File: config.mk
export PLATFORM = sky130hd
export DESIGN_NAME = mux_guard
export DESIGN_NICKNAME = d
export VERILOG_FILES = /design/src/rtl/mux_guard_pkg.sv /design/src/rtl/adr_conflict_detect.sv /design/src/rtl/mux_guard.sv
export SDC_FILE = /design/constraint.sdc
export NUM_CORES = 1
export LEC_CHECK = 0
export CORE_ASPECT_RATIO = 0.5
export CORE_MARGIN = 2
export CORE_UTILIZATION = 52
export CTS_BUF_LIST = sky130_fd_sc_hd__clkbuf_4
export CTS_CLUSTER_DIAMETER = 100
export CTS_CLUSTER_SIZE = 30
export DETAILED_ROUTE_END_ITERATION = 10
export GPL_TIMING_DRIVEN = 1
export PLACE_DENSITY = 0.79
export SKIP_LAST_GASP = 1
export SYNTH_ARGS = -nofsm -noshare
export SYNTH_HDL_FRONTEND = slang
export SYNTH_SLANG_ARGS = --single-unit
File: constraint.sdc
create_clock -name clock -period 1.98 [get_ports clock]
set_input_delay 0.396 -clock clock [delete_from_list [all_inputs] [get_ports clock]]
set_output_delay 0.396 -clock clock [all_outputs]
set_load 0.02 [all_outputs]
File: src/rtl/mux_guard_pkg.sv
// Shared types and helpers for the mux address guard.
package mux_guard_pkg;

    // Guard FSM states
    typedef enum logic [1:0] {
        ST_OFF    = 2'd0,
        ST_SETTLE = 2'd1,
        ST_ON     = 2'd2,
        ST_LOCK   = 2'd3
    } state_t;

    // Flat index of the unordered channel pair (i<j) among n channels
    function automatic int pair_idx(input int i, input int j, input int n);
        return i * n - (i * (i + 1)) / 2 + (j - i - 1);
    endfunction

endpackage

File: src/rtl/adr_conflict_detect.sv
// Combinational pairwise address-collision detector across NCH channels.
module adr_conflict_detect
    import mux_guard_pkg::*;
#(
    parameter int NCH  = 3,
    parameter int ADRW = 4
) (
    input  logic [NCH*ADRW-1:0] adr,
    output logic                conflict
);

    localparam int NPAIR = NCH * (NCH - 1) / 2;

    logic [NPAIR-1:0] pair_eq;

    // One equality comparator per unordered channel pair
    for (genvar i = 0; i < NCH - 1; i++) begin : g_i
        for (genvar j = i + 1; j < NCH; j++) begin : g_j
            assign pair_eq[pair_idx(i, j, NCH)] =
                (adr[i*ADRW +: ADRW] == adr[j*ADRW +: ADRW]);
        end
    end

    assign conflict = |pair_eq;

endmodule

File: src/rtl/mux_guard.sv
// Mux-address protection: collision gating, break-before-make settle
// sequencing and collision lockout with sticky flag and event counter.
// All outputs are registered from the current state, so each FSM
// transition becomes visible on the outputs one edge after it is taken.
module mux_guard
    import mux_guard_pkg::*;
#(
    parameter int NCH    = 3,
    parameter int ADRW   = 4,
    parameter int SETTLE = 4,
    parameter int CNTW   = 16
) (
    input  logic                clock,
    input  logic                reset,
    input  logic [NCH*ADRW-1:0] adr_in,
    input  logic                mux_en_in,
    input  logic                fault_clr,
    output logic [NCH*ADRW-1:0] adr_out,
    output logic                mux_en_out,
    output logic                settling,
    output logic                locked,
    output logic                fault_sticky,
    output logic [CNTW-1:0]     conflict_cnt
);

    localparam int TW = $clog2(SETTLE + 1);

    state_t          state, state_nxt;
    logic [TW-1:0]   timer, timer_nxt;
    logic            conflict;
    logic            qc;
    logic            qc_q;
    logic            qc_rise;
    logic            change;

    adr_conflict_detect #(
        .NCH  (NCH),
        .ADRW (ADRW)
    ) u_detect (
        .adr      (adr_in),
        .conflict (conflict)
    );

    // A collision only matters when the sequencer is asking for the mux
    assign qc      = conflict & mux_en_in;
    assign qc_rise = qc & ~qc_q;
    assign change  = (adr_in != adr_out);

    // Next-state and settle-timer logic
    always_comb begin
        state_nxt = state;
        timer_nxt = timer;
        unique case (state)
            ST_OFF: begin
                if (qc) begin
                    state_nxt = ST_LOCK;
                end else if (mux_en_in) begin
                    state_nxt = ST_SETTLE;
                    timer_nxt = TW'(SETTLE);
                end
            end
            ST_SETTLE: begin
                if (qc) begin
                    state_nxt = ST_LOCK;
                end else if (!mux_en_in || change) begin
                    state_nxt = ST_OFF;
                end else if (timer == TW'(1)) begin
                    state_nxt = ST_ON;
                end else begin
                    timer_nxt = timer - TW'(1);
                end
            end
            ST_ON: begin
                if (qc) begin
                    state_nxt = ST_LOCK;
                end else if (!mux_en_in || change) begin
                    state_nxt = ST_OFF;
                end
            end
            ST_LOCK: begin
                // Re-arm only after the requester drops enable
                if (!mux_en_in) begin
                    state_nxt = ST_OFF;
                end
            end
            default: state_nxt = ST_OFF;
        endcase
    end

    // State and settle-timer registers
    always_ff @(posedge clock or posedge reset) begin
        if (reset) begin
            state <= ST_OFF;
            timer <= '0;
        end else begin
            state <= state_nxt;
            timer <= timer_nxt;
        end
    end

    // Registered mux-side outputs; addresses only track while the mux is off
    always_ff @(posedge clock or posedge reset) begin
        if (reset) begin
            adr_out    <= '0;
            mux_en_out <= 1'b0;
            settling   <= 1'b0;
            locked     <= 1'b0;
        end else begin
            mux_en_out <= (state == ST_ON);
            settling   <= (state == ST_SETTLE);
            locked     <= (state == ST_LOCK);
            if (state == ST_OFF || state == ST_LOCK) begin
                adr_out <= adr_in;
            end
        end
    end

    // Fault history: a fresh conflict beats a same-cycle clear
    always_ff @(posedge clock or posedge reset) begin
        if (reset) begin
            qc_q         <= 1'b0;
            fault_sticky <= 1'b0;
            conflict_cnt <= '0;
        end else begin
            qc_q <= qc;
            if (qc) begin
                fault_sticky <= 1'b1;
            end else if (fault_clr) begin
                fault_sticky <= 1'b0;
            end
            if (fault_clr) begin
                conflict_cnt <= qc_rise ? CNTW'(1) : '0;
            end else if (qc_rise && conflict_cnt != {CNTW{1'b1}}) begin
                conflict_cnt <= conflict_cnt + CNTW'(1);
            end
        end
    end

endmodule

==> results.tsv <==
metric	value	unit
n_antenna_cell	0	
cts_root_buffer	clkbuf_4	
min_from	adr_in[1]	
r2r_cells	6	
syn_to_final_growth	39.7	%
cap_violations	0	
synth_area_leaders	dfrtp_1 45%, xor2_1 9.5%, mux2_2 6.4%, xnor2_1 5.4%, ha_1 4.1%	
crit_path_end_kind	register	
ir_worst_vdd	0.740	mV
syn_avg_cell_area	10.4	sq um
grt.overflow.total	0	
rsz0062_at_grt	true	
numCtsBuffers	5	
wl_met1	2130	um
hold_violations	0	
routed.top_layer	met4	
worstReg2RegStart	adr_out[0]	
syn_nets	226	
firstDrtPassIters	4	
synth_top_area_share	44.8	%
drive_gt1_share	22.0	%
fmax	510	MHz
p_leak	0.00138	uW
powerDensity	999	mW/mm^2
post-place-ws	-0.445	ns
total_power	2960	uW
grt_pass1_wl	7960	um
clk_path_buf_depth	2	
num_rows	16	
initial_utilization	54.3	%
worst_pin_slew	0.493	ns
holdCritPathClass	primary input to register	
hold_path_depth	2	
setup_slack	0.0208	ns
wl_met2	2390	um
post-route-min-period	1.96	ns
worstPathArrival	2.20	ns
die_w	94.3	um
avgRoutedWirePerCell	14.6	um
yosys_most_used_dff	dfrtp_1	
switching_share	37.2	%
p_comb_share	48.3	%
synth-edff-count	0	
drc	0	
final-max-slew-violation-count	0	
pwr-share-seq	37.9	%
cts_tree	yes	
setup_viol	0	
synth_top_area_cell	dfrtp_1	
ys_async_sr_fraction	100	%
clk_latency	0.34	ns
grt_max_degree	39	
clk_pin_slew	0.11	ns
ant_nets	0	
port_buffers	47	
worst_r2r_endpoint	state[1]	
worst_setup_path_start_kind	register	
viasPerCell	5.33	
io_pins	48	
post-route-period-util	99.0	%
grt_antenna_before_repair	0	
clock_skew	0.00225	ns
clkPwrFrac	13.7	%
cp.required	2.22	ns
gp_congestion	0.840	
switchingPower	1100	uW
via_count	1764	
yosys_warnings	0	
grt_use_total	22.0	%
wl_met3	245	um
r2r_setup_slack	0.02	ns
cell_internal_pwr	1860	uW
hold_end	adr_out[1]	
core-area	0.00390	sq mm
clock_sinks	38	
synth.distinct_cells	37	
holdBufCountCts	0	
routed_wl	4840	um
layout_commonest_cell	dfrtp_1	
crit_type	register to register	
drt-initial-drc-count	58	
utilization	75.9	%
crit_fanout	3	
cts_max_level	2	
die_h	49.2	um
fin_nets	299	
seq_area_frac_synth	44.8	%
netlist_area	0.00212	sq mm
place_hpwl	3510	um
relSlewSlack	67.1	%
grt_pass1_vias	1793	
final_cell_mix	38 x dfrtp_1, 35 x clkdlybuf4s50_1, 26 x buf_4	
status	complete, no violations	
synth_cells	203	
ys_ff_latch	38	
die_area	0.00464	sq mm
[synthesized netlist by cell type (all sizes together) (2+ instances only)]
library cell / count
and3: 9
and2: 3
ha: 7
mux2i: 2
inv: 9
xor2: 23
xnor2: 13
and4: 3
nor2: 16
a21oi: 4
dfrtp: 38
nor4: 2
nand2b: 4
nor3: 3
nand4: 13
or3: 2
nand2: 6
mux2: 14
nand3: 9
o22ai: 2
buf: 2
clkbuf: 6
o21ai: 4
[worst max-delay path, stage by stage, from the launching register on]
cell,delay (ns)
dfrtp_1,0.41
xor2_1,0.16
nor4_2,0.33
nand4_1,0.18
o311ai_1,0.29
o21ai_1,0.15
mux2_1,0.33
[worst max-delay path by stage]
stage                                from              end  slack, ns  depth (start not counted)
after detailed placement        adr_in[5]         state[1]      -0.44                          7
after floorplan           conflict_cnt[0]  conflict_cnt[9]       0.09                          7
after CTS                       adr_in[4]         state[1]      0.008                          7
final                          adr_out[0]         state[1]       0.02                          6
after global routing           adr_out[0]         state[0]      -0.04                          6
after global placement          adr_in[0]         state[0]      -0.39                          7
[cells by family after synthesis]
logic type	count (synthesis)	synth area share (%)
multiplexers	16	8.38
flip-flops	38	44.8
XOR/XNOR	36	14.9
buffers and inverters	17	3.01
AO/OA/AOI/OAI	17	5.13
adder cells (fa/ha/maj)	7	4.13
AND/OR/NAND/NOR	72	19.6
[sequential cells by signal (all words and copies together) (netlist names)]
| signal | count |
|---|---|
| locked | 1 |
| timer | 3 |
| state | 2 |
| conflict_cnt | 16 |
| adr_out | 12 |
| fault_sticky | 1 |
| mux_en_out | 1 |
| settling | 1 |
| qc_q | 1 |
[routing by layer]
| metal | vias up | GRT usage [%] |
|---|---|---|
| met4 | 0 | 7.25 |
| met5 | - | 0 |
| met3 | 9 | 6.65 |
| met2 | 49 | 36.4 |
| met1 | 850 | 27.8 |
| li1 | 856 | - |
[stage by stage]
stage	instances	area (sq um)	TNS, ns	hold slack (ns)
final	331	2960	0	0.386
after global placement	319	2810	-3.66	0.487
after CTS	327	2860	0	0.471
after floorplan	203	2120	0	0.468
after global routing	331	2960	-0.0707	0.401
after detailed placement	319	2810	-4.83	0.499
[repair_timing]
item / 4_1_cts / 5_1_grt
setup endpoints to repair: 2 / 10
gates resized for setup: 3 / 19
setup buffers: 0 / 4
pin swaps: 5 / 10
[power groups by stage]
stage	Combinational, uW	Clock [uW]	Sequential (uW)
floorplan	664	0	1300
global placement	1360	0	1130
detailed placement	1390	0	1140
CTS	1400	419	1130
global route	1540	454	1150
finish	1430	407	1120
[layout make-up]
class | count | area [sq um]
multi-input cells | 148 | 1150
flip-flops and latches | 38 | 951
fillers | 288 | 941
repair buffers | 74 | 704
well taps | 54 | 67.6
clock buffers | 6 | 45.0
inverters | 9 | 33.8
clock inverters | 2 | 8.76
No activity file was read; power rests on OpenSTA's default activity.
==> RTL change 1: new RTL, same settings <==
Set the parameter `CNTW` to 15 (it was 16).
--- a/src/rtl/mux_guard.sv
+++ b/src/rtl/mux_guard.sv
@@ -8,7 +8,7 @@
     parameter int NCH    = 3,
     parameter int ADRW   = 4,
     parameter int SETTLE = 4,
-    parameter int CNTW   = 16
+    parameter int CNTW   = 15
 ) (
     input  logic                clock,
     input  logic                reset,
Ports: changed (resized conflict_cnt); port bits go from 48 to 47. The function was not compared with the original's and may differ.
==> RTL change 1 against the original RTL <==
  * The run now ends with negative setup slack left
  * Wire length up 4.4%
  * Worst setup slack got worse by 0.22 ns
  * Final area fell by 0.93%
  * Sequential cell count is 1 lower
  * Critical path type unchanged
  * Combinational power increased by 3%
  * Synthesized cell count up 0.49%
  * Area after synthesis is 4.0% lower
  * Power grew 0.56%
  * Highest routed layer unchanged
==> RTL change 1: results (changes against the original RTL) <==
Status:
- Outcome: finished with violations (was completed).
- The checks that failed: negative setup slack.

Final layout:
- The multi-input gate share of total cell area was 0.402 (was 0.389).
- Biggest registers after layout: conflict_cnt: 15 flops, adr_out: 12 flops, timer: 3 flops (was conflict_cnt: 16 flops, adr_out: 12 flops, timer: 3 flops).
- The number of ordinary and repair buffers in the finished layout is 70 (was 74).
- The number of fill cells in the layout is 266 (was 288).
- The non-clock inverter total of the final layout was 14 (was 9).
- The final instance count without filler cells was 328 (was 331).
- The proportion of cell area occupied by registers came to 0.318 (was 0.321).
- The fraction of cell area in non-clock buffers is 0.220 (was 0.238).
- The area fraction of clock buffers and clock inverters is 0.0192 (was 0.0182).
- The total number of multi-input combinational cells was 145 (was 148).

Placed design:
- The global placer's final weighted congestion came to 0.826 (was 0.840).
- The post-detailed-placement half-perimeter wirelength is 3550 um (was 3510 um).
- The number of cells after detailed placement was 320 (was 319).
- The number of buffer cells added on primary ports is 46 (was 47).

STA:
- The worst clock skew is 0.0119 ns (was 0.00225 ns).
- The setup slack after layout is -0.203 ns (was 0.0208 ns).
- The final number of setup-violating endpoints was 2 (was 0).

Global route:
- The met1 track demand over resource in global routing is 0.290 (was 0.278).
- The global-route met2 utilization is 0.429 (was 0.364).
- The met3 layer usage reported by global route is 0.0572 (was 0.0665).
- The via count of the first global-routing pass was 1624 (was 1793).
- The combined global-route utilization of all metal layers is 0.235 (was 0.220).

Floorplanning:
- The area of the die is 0.00446 mm^2 (was 0.00464 mm^2).

Pwr:
- The peak ir drop on the vdd network came to 0.701 mV (was 0.740 mV).
- The switching share of total power is 0.379 (was 0.372).

Synthesis:
- The post-synthesis sequential element count is 37 (was 38).
- The per-instance average area after synthesis came to 9.99 um^2 (was 10.4 um^2).
- Biggest area contributors in the synthesized netlist: sky130_fd_sc_hd__dfrtp_1 (45%), sky130_fd_sc_hd__xnor2_1 (7.7%), sky130_fd_sc_hd__xor2_1 (6.0%) (was sky130_fd_sc_hd__dfrtp_1 (45%), sky130_fd_sc_hd__xor2_1 (9.5%), sky130_fd_sc_hd__mux2_2 (6.4%)).
- The total nets after synthesis came to 227 (was 226).
- Commonest cells in the synthesized netlist: sky130_fd_sc_hd__dfrtp_1 (37), sky130_fd_sc_hd__nor2_1 (24), sky130_fd_sc_hd__xnor2_1 (18) (was sky130_fd_sc_hd__dfrtp_1 (38), sky130_fd_sc_hd__xor2_1 (23), sky130_fd_sc_hd__nor2_1 (15)).

Setup path:
- The master of the slowest instance on the critical path is sky130_fd_sc_hd__or4_4 (was sky130_fd_sc_hd__dfrtp_1).
- The data arrival at the endpoint of the critical path is 2.45 ns (was 2.20 ns).
- The biggest cell delay along the critical path came to 0.54 ns (was 0.41 ns).
- The maximum fanout along the worst path is 2 (was 3).

Route:
- The met1 wire length came to 2200 um (was 2130 um).
- The number of vias per cell is 5.44 (was 5.33).
RTL change 1: final timing paths:
path | from | to | slack [ns] | cells past startpoint
setup / recovery | adr_out[1]$_DFFE_PP0P_ | state[0]$_DFFE_PP0P_ | -0.20 | 6
setup reg to reg | adr_out[1]$_DFFE_PP0P_ | state[0]$_DFFE_PP0P_ | -0.20 | 6
max in group asynchronous | reset | adr_out[0]$_DFFE_PP0P_ | 1.18 | 3
hold / removal | adr_in[2] | adr_out[2]$_DFFE_PP0P_ | 0.42 | 3
hold reg to reg | qc_q$_DFF_PP0_ | conflict_cnt[0]$_DFFE_PP0P_ | 0.54 | 1
min in group asynchronous | reset | conflict_cnt[7]$_DFFE_PP0P_ | 0.43 | 3
RTL change 1: logic make-up after synthesis:
logic type                 Yosys count  synth area share
xor gates and xnor gates            32             0.138
buffers and inverters               22            0.0418
muxes                               13            0.0700
and+or+nand+nor                     73             0.179
AOI/OAI and AO/OA                   20            0.0743
adders and majority gates            7            0.0430
DFF                                 37             0.455
==> RTL change 2: new RTL, same settings <==
Without the edit above. Remove the register `settling`: a continuous assignment takes its place, so the output `settling` follows one clock earlier.
--- a/src/rtl/mux_guard.sv
+++ b/src/rtl/mux_guard.sv
@@ -103,17 +103,17 @@
         if (reset) begin
             adr_out    <= '0;
             mux_en_out <= 1'b0;
-            settling   <= 1'b0;
             locked     <= 1'b0;
         end else begin
             mux_en_out <= (state == ST_ON);
-            settling   <= (state == ST_SETTLE);
             locked     <= (state == ST_LOCK);
             if (state == ST_OFF || state == ST_LOCK) begin
                 adr_out <= adr_in;
             end
         end
     end
+
+    assign settling = (state == ST_SETTLE);
 
     // Fault history: a fresh conflict beats a same-cycle clear
     always_ff @(posedge clock or posedge reset) begin
Check against the original RTL: not equivalent (a bounded check fails within 4 cycles, from zero or initial values and one cycle with reset high).
==> RTL change 2 against the original RTL <==
  * Wire length is 12% higher
  * Sequential cell count shrank 1
  * First-iteration DRC count is 14% higher
  * Final cell count rose by 3.9%
  * Global-route usage up 2.1 points
  * Critical endpoint is now timer[0]$_DFFE_PP0P_
  * Die area increased by 2.2%
  * Utilization grew 2.1 points
  * Final area grew 3.8%
  * Critical path type unchanged
  * Power decreased by 6.4%
  * Worst setup slack got worse by 0.015 ns
  * Area after synthesis increased by 2.3%
==> RTL change 2: results (changes against the original RTL) <==
Status:
- Outcome: completed (unchanged).

Placed design:
- The cell area reported after detailed placement is 0.00284 mm^2 (was 0.00281 mm^2).
- The post-detailed-placement half-perimeter wirelength was 3560 um (was 3510 um).
- The global placer's final weighted congestion came to 0.798 (was 0.840).
- The setup slack after placement is -0.721 ns (was -0.445 ns).

Global route:
- The pin count of the biggest net entering global routing is 38 (was 39).
- The wire length of the first global-routing pass is 8740 um (was 7960 um).
- The combined global-route utilization of all metal layers came to 0.242 (was 0.220).
- The via count of the first global-routing pass is 1865 (was 1793).

Synthesis:
- The sequential-to-total area share from yosys stat is 0.427 (was 0.448).
- The synthesized-area fraction occupied by xor and xnor cells is 0.0969 (was 0.149).
- The portion of netlist area occupied by mux cells was 0.0807 (was 0.0838).
- Commonest cells in the synthesized netlist: sky130_fd_sc_hd__dfrtp_1 (37), sky130_fd_sc_hd__a21oi_1 (16), sky130_fd_sc_hd__o31ai_1 (13), sky130_fd_sc_hd__or4_1 (13) (was sky130_fd_sc_hd__dfrtp_1 (38), sky130_fd_sc_hd__xor2_1 (23), sky130_fd_sc_hd__nor2_1 (15)).
- The total nets after synthesis is 237 (was 226).
- The synthesized-area fraction occupied by ao, oa, aoi and oai cells is 0.145 (was 0.0513).
- The distinct cell type count after synthesis came to 38 (was 37).
- Biggest area contributors in the synthesized netlist: sky130_fd_sc_hd__dfrtp_1 (43%), sky130_fd_sc_hd__mux2_2 (6.2%), sky130_fd_sc_hd__xnor2_1 (4.8%) (was sky130_fd_sc_hd__dfrtp_1 (45%), sky130_fd_sc_hd__xor2_1 (9.5%), sky130_fd_sc_hd__mux2_2 (6.4%)).

Route:
- The number of vias per cell is 5.78 (was 5.33).
- The count of routing violations after the opening detailed-route iteration is 66 (was 58).
- The routed length per instance is 15.8 um (was 14.6 um).

Setup path:
- The maximum fanout along the worst path came to 6 (was 3).
- The biggest cell delay along the critical path is 0.48 ns (was 0.41 ns).
- The data arrival at the endpoint of the critical path is 2.25 ns (was 2.20 ns).
- The master of the slowest instance on the critical path was sky130_fd_sc_hd__or4_1 (was sky130_fd_sc_hd__dfrtp_1).

Pwr:
- The peak ir drop on the vdd network is 0.767 mV (was 0.740 mV).
- The leakage power summed over all cells came to 1.33 nW (was 1.38 nW).
- The internal power consumption is 0.00173 W (was 0.00186 W).

STA:
- The transition time at the pin with the least slew margin is 0.492 ns (was 0.493 ns).
- The worst clock skew is 0.0145 ns (was 0.00225 ns).

Final layout:
- The ratio of cells with drive above 1 in the final layout is 0.269 (was 0.220).
- The final net count was 313 (was 299).

Clock network:
- The clock latency reported for the late side of the worst-skew pair is 0.35 ns.
RTL change 2: cells by family after synthesis:
group | after synthesis
AOI/OAI and AO/OA | 46
xor gates and xnor gates | 24
adders and majority gates | 7
buffers and inverters | 20
DFF | 37
muxes | 16
and+or+nand+nor | 64
RTL change 2: area by class of cell:
cell class                 instances  area, um^2
fill                             265         868
sequential                        37         926
tap                               54        67.6
inverter                          12        45.0
clock buffer                       6        45.0
multi-input combinational        157        1260
timing repair buffer              77         726
clock inverter                     1        3.75
RTL change 2: worst max-delay path, delay by kind of cell, from the launching register on:
kind                   cells  cell delay [ns]
AND/OR/NAND/NOR            4             1.09
buffers and inverters      1             0.19
flip-flops                 1             0.45
XOR/XNOR                   1             0.18
RTL change 2: timing repair:
| action | CTS | global route |
|---|---|---|
| gates cloned | 2 | 0 |
| hold endpoints to repair | 0 | 0 |
| setup buffers | 9 | 1 |
| pin swaps | 10 | 16 |
| setup endpoints to repair | 22 | 23 |
| resized for setup | 37 | 44 |
RTL change 2: routing by layer:
metal / wire length, um / track usage / part of all wire
met5: 0 / 0 / 0
met4: 48 / 0.0652 / 0.0089
met3: 252 / 0.0581 / 0.047
met2: 2750 / 0.418 / 0.51
met1: 2370 / 0.303 / 0.44
RTL change 2: power by group through the flow:
stage | clock network (W) | registers (W) | logic, W
2_1_floorplan | 0 | 0.00122 | 0.000584
3_3_place_gp | 0 | 0.00106 | 0.00124
3_5_place_dp | 0 | 0.00107 | 0.00125
4_1_cts | 0.000391 | 0.00106 | 0.00128
5_1_grt | 0.000438 | 0.00108 | 0.00142
6_report | 0.000392 | 0.00106 | 0.00132
RTL change 2: through the flow:
step                      utilization  cells
after global placement          0.721    328
final                           0.780    344
after global routing            0.780    344
after CTS                       0.772    346
after detailed placement        0.721    328
after floorplan                     -    214
RTL change 2: worst paths after layout:
path | start | to | slack (ns) | cells past startpoint
worst min register to register | fault_sticky$_DFFE_PP0P_ | fault_sticky$_DFFE_PP0P_ | 0.50 | 1
worst max-delay path | adr_out[5]$_DFFE_PP0P_ | timer[0]$_DFFE_PP0P_ | 0.006 | 6
worst min-delay path | adr_in[1] | adr_out[1]$_DFFE_PP0P_ | 0.31 | 2
max in group asynchronous | reset | timer[2]$_DFFE_PP0P_ | 1.20 | 3
worst max register to register | adr_out[5]$_DFFE_PP0P_ | timer[0]$_DFFE_PP0P_ | 0.006 | 6
min in group asynchronous | reset | adr_out[3]$_DFFE_PP0P_ | 0.44 | 3
